File: config.mk
export PLATFORM = sky130hd
export DESIGN_NAME = pipe_collector
export DESIGN_NICKNAME = d
export VERILOG_FILES = /design/src/rtl/pipe_collector.sv
export SDC_FILE = /design/constraint.sdc
export NUM_CORES = 2
export LEC_CHECK = 0
export CAP_MARGIN = 0
export CORE_UTILIZATION = 50
export DETAILED_ROUTE_END_ITERATION = 8
export GPL_ROUTABILITY_DRIVEN = 0
export PLACE_DENSITY = 0.66
export SLEW_MARGIN = 20
export SYNTH_ARGS = -nofsm -noshare
export SYNTH_HDL_FRONTEND = slang
export SYNTH_SLANG_ARGS = --single-unit
File: constraint.sdc
create_clock -name clk -period 162.5 [get_ports clk]
set_input_delay 24.375 -clock clk [delete_from_list [all_inputs] [get_ports clk]]
set_output_delay 24.375 -clock clk [all_outputs]
set_load 0.03 [all_outputs]
File: src/rtl/pipe_collector.sv
// pipe_collector: reassembles 64-bit column vectors into a WORDS x WIDTH word buffer
// and streams the words out one per handshake, in word order.
// Optional feature: define PIPE_COLLECTOR_PARITY_EN to add column parity checking
// (col_parity, par_err) and an even-parity bit on the output word (out_parity).
module pipe_collector #(
    parameter int unsigned WORDS = 64,
    parameter int unsigned WIDTH = 25
) (
    input  logic             clk,
    input  logic             rst,
    input  logic             col_valid,
    output logic             col_ready,
    input  logic [4:0]       col_idx,
    input  logic [WORDS-1:0] col_data,
    input  logic             flush,
    output logic             out_valid,
    input  logic             out_ready,
    output logic [5:0]       out_idx,
    output logic [WIDTH-1:0] out_word,
    output logic             done,
`ifdef PIPE_COLLECTOR_PARITY_EN
    input  logic             col_parity,
    output logic             out_parity,
    output logic             par_err,
`endif
    output logic             idx_err
);

    typedef enum logic [0:0] {StCollect, StDrain} state_e;

    state_e                        state_q, state_d;
    logic [WORDS-1:0][WIDTH-1:0]   buf_q, buf_d;
    logic [WIDTH-1:0]              mask_q, mask_d;
    logic [5:0]                    out_idx_q, out_idx_d;
    logic                          done_q, done_d;
    logic                          idx_err_q, idx_err_d;
`ifdef PIPE_COLLECTOR_PARITY_EN
    logic                          par_err_q, par_err_d;
`endif

    logic col_accept;
    logic idx_ok;

    assign col_accept = col_valid & col_ready;
    assign idx_ok     = (col_idx < 5'(WIDTH));

    // Next-state: column writes while collecting, word index advance while draining.
    always_comb begin
        state_d   = state_q;
        buf_d     = buf_q;
        mask_d    = mask_q;
        out_idx_d = out_idx_q;
        done_d    = 1'b0;
        idx_err_d = idx_err_q;
`ifdef PIPE_COLLECTOR_PARITY_EN
        par_err_d = par_err_q;
`endif
        unique case (state_q)
            StCollect: begin
                if (col_accept) begin
                    if (idx_ok) begin
                        // Column num maps to bit WIDTH-1-num of every word.
                        for (int n = 0; n < int'(WORDS); n++) begin
                            buf_d[n][5'(WIDTH-1) - col_idx] = col_data[n];
                        end
                        mask_d[col_idx] = 1'b1;
                    end else begin
                        idx_err_d = 1'b1;
                    end
`ifdef PIPE_COLLECTOR_PARITY_EN
                    if (col_parity != (^col_data)) begin
                        par_err_d = 1'b1;
                    end
`endif
                end
                if ((&mask_d) || flush) begin
                    state_d = StDrain;
                end
            end
            StDrain: begin
                if (out_ready) begin
                    if (out_idx_q == 6'(WORDS-1)) begin
                        state_d   = StCollect;
                        buf_d     = '0;
                        mask_d    = '0;
                        out_idx_d = '0;
                        done_d    = 1'b1;
                    end else begin
                        out_idx_d = out_idx_q + 6'd1;
                    end
                end
            end
            default: state_d = StCollect;
        endcase
    end

    // State registers with asynchronous active-high reset.
    always_ff @(posedge clk or posedge rst) begin
        if (rst) begin
            state_q   <= StCollect;
            buf_q     <= '0;
            mask_q    <= '0;
            out_idx_q <= '0;
            done_q    <= 1'b0;
            idx_err_q <= 1'b0;
`ifdef PIPE_COLLECTOR_PARITY_EN
            par_err_q <= 1'b0;
`endif
        end else begin
            state_q   <= state_d;
            buf_q     <= buf_d;
            mask_q    <= mask_d;
            out_idx_q <= out_idx_d;
            done_q    <= done_d;
            idx_err_q <= idx_err_d;
`ifdef PIPE_COLLECTOR_PARITY_EN
            par_err_q <= par_err_d;
`endif
        end
    end

    assign col_ready = (state_q == StCollect);
    assign out_valid = (state_q == StDrain);
    assign out_idx   = out_idx_q;
    assign out_word  = buf_q[out_idx_q];
    assign done      = done_q;
    assign idx_err   = idx_err_q;
`ifdef PIPE_COLLECTOR_PARITY_EN
    assign out_parity = ^out_word;
    assign par_err    = par_err_q;
`endif

endmodule

==> impl_metrics.toml <==
[synth]
synth_edf_count = 0
synth-seq-cells = 1634
yosys_most_used_dff = "dfrtp_1"
seq_area_frac_synth = 0.569
synth.cell_area_um2 = 71900
ys.warnings.count = 0
syn-instance-count = 6506
synth_area_per_cell_um2 = 11.0
syn_nets = 6581
synth-async-reset-ratio = 1.00
synth_cell_types = 65

[worst_setup_path]
crit_path_end_kind = "primary output"
cp_slowest_stage_delay_ps = 960
crit_cells = 10
cp_common_cell = "buf_4"
r2r_cells = 12
crit_path_start_kind = "flop"
reg2reg_setup_slack_ps = 155540
crit_family = "buffers and inverters"
path_cells = "buf_4, buf_4, buf_4, mux4_2, nor2b_1, a211oi_1, a211oi_1, nor4_1, a221oi_1, clkdlybuf4s50_1"
critPathKind = "flop to primary output"
rr_startpoint = "out_idx[2]"
cp_num_buf_inv = 4
r2r_end = "buf_q[278]"
slowest_stage = "dfrtp_4"
worstPathRequired_ps = 138120
path_max_fanout = 53
critPathArrivalTime_ps = 6740

[sta]
finalHoldViolCount = 0
layout_setup_ws_ps = 131390
rsz0062_at_grt = "no"
period_share = 0.191
skew_ps = 26.2
tns_ps = 0
fin_crit_ps = 31110
slew_headroom = 0.164
worst_slew_pin_slew_ps = 1250
setup_violations = 0
slew_violations = 0
fmax_mhz = 32.1

[floorplanning]
core_um2 = 142000
rows = 138
initial_core_util = 0.506
die-area_um2 = 145000
die_x_um = 381
io_pins = 109
fp.dieH_um = 381

[drt]
drt_iter0_markers = 7630
wl_met1_mm = 92.0
route.final.wire_length_mm = 232
dr.pass1.iters = 6
highest_layer = "met5"
via_count = 53000
wl_met2_mm = 103
routed_via_density = 6.35
remaining_drc_errors = 0
wl_per_cell_um = 27.7
ant_nets = 0
dr_wl_met3_mm = 27.8

[clock_tree]
cts_tree = "done"
htree_levels = 4
cts.sinks = 1634
cts_hold_buf = 0
clock_latency_ps = 810
cts_root_buf = "clkbuf_16"
clockBufferDepth = 3
cts_setup_buffers = 0
cts_buffers = 167
cts-resized-gates = 0
clk_pin_slew_ps = 60

[placed_design]
dp.cells = 8036
preCtsSetupSlack_ps = 132220
place_hpwl_mm = 122
portBuffers = 108

[job]
drv_cap = 0

[final_layout]
final_common_cell = "dfrtp_1"
synthToLayoutAreaGrowth_pct = 10.6
finalNetCount = 6390
layout-drive-gt1-share = 0.156
stdcell_count = 8349
final_cell_mix = "dfrtp_1 (1627), nand2_1 (1561), o21ai_0 (968)"

[power]
power.density_nw_per_um2 = 12.2
leakage_uw = 0.0336
vdd_drop_max_mv = 0.0135

[grt]
grt_pass1_wl_mm = 346
antenna_found_initial = 33
grt_pass1_vias = 51100
grt_start_max_net_pins = 185
grt_use_total = 0.324
gr-total-overflow = 0

[status]
status = "finished clean"

[worst_hold_path]
holdCritStartpoint = "buf_q[1597]"
hold_class = "flop to flop"
hold_end = "buf_q[1597]"
min_delay_path_depth = 2
## Yosys cell counts, drive strengths merged (6+ instances only)
cell type  count  area [µm²]
dfrtp       1634       40900
nand2       1629        6130
nor2          67         254
o21ai       1629        8270
mux2          28         315
o22ai          6        37.5
nor4          16         100
and2           7        43.8
a21oi         55         283
clkbuf       361        1360
a221oi        14         123
mux4         430        9680
nand3        139         701
buf          260        1710
a22oi         25         188
mux2i         84         841
nor3           7        51.3
a211oi        18         135
o221ai         7        61.3
inv           18        70.1
a22o           7        61.3
nor2b         19         119
## routing by layer
metal	track usage	up-vias
li1	-	22400
met3	0.0817	493
met1	0.469	27200
met5	0	-
met2	0.470	2898
met4	0.128	10
## report_power, final
part / total (µW) / internal [µW] / switching [µW]
Sequential: 425 / 411 / 13.6
Combinational: 152 / 53.6 / 98.2
Clock: 391 / 225 / 165
## worst min-delay path: cells and delay by family, from the launching register on
| kind | cells | cell delay [ps] |
|---|---|---|
| AO/OA/AOI/OAI | 1 | 60 |
| AND/OR/NAND/NOR | 1 | 40 |
| flip-flops | 1 | 340 |
## logic make-up after synthesis
logic type | share of synthesized area
buffers and inverters | 0.0437
AND/OR/NAND/NOR | 0.106
adder cells (fa/ha/maj) | 0.000174
flip-flops | 0.569
multiplexers | 0.151
AO/OA/AOI/OAI | 0.129
XOR/XNOR | 0.000366
## state kept, by name (all words and copies together), names as in the netlist
signal and cells:
out_idx 6, idx_err 1, mask_q 25, buf_q 1600, out_valid 1, done 1
## final cells by class
class / instances / area, µm²
diodes: 14 / 35.0
clock buffers: 245 / 4950
clock inverters: 54 / 586
fillers: 11900 / 62700
inverters: 18 / 77.6
multi-input cells: 4233 / 28200
flip-flops and latches: 1634 / 40900
well taps: 1890 / 2360
repair buffers: 261 / 2300
## worst max-delay path by stage
stage / slack, ps / startpoint / to
floorplan: 92010 / rst / buf_q[0]
global placement: 132100 / out_idx[1] / out_word[5]
detailed placement: 132220 / out_idx[1] / out_word[5]
CTS: 131340 / out_idx[1] / out_word[5]
global route: 131160 / out_idx[1] / out_word[11]
finish: 131390 / out_idx[1] / out_word[5]
## metrics by stage
| step | power, µW | area, µm² | hold WS [ps] | util |
|---|---|---|---|---|
| after floorplan | 529 | 71900 | 445 | - |
| after global placement | 582 | 73800 | 456 | 0.520 |
| after detailed placement | 582 | 73800 | 465 | 0.520 |
| after CTS | 968 | 79400 | 478 | 0.559 |
| after global routing | 993 | 79400 | 489 | 0.559 |
| final | 968 | 79400 | 473 | 0.559 |
No activity file was read; power rests on OpenSTA's default activity.
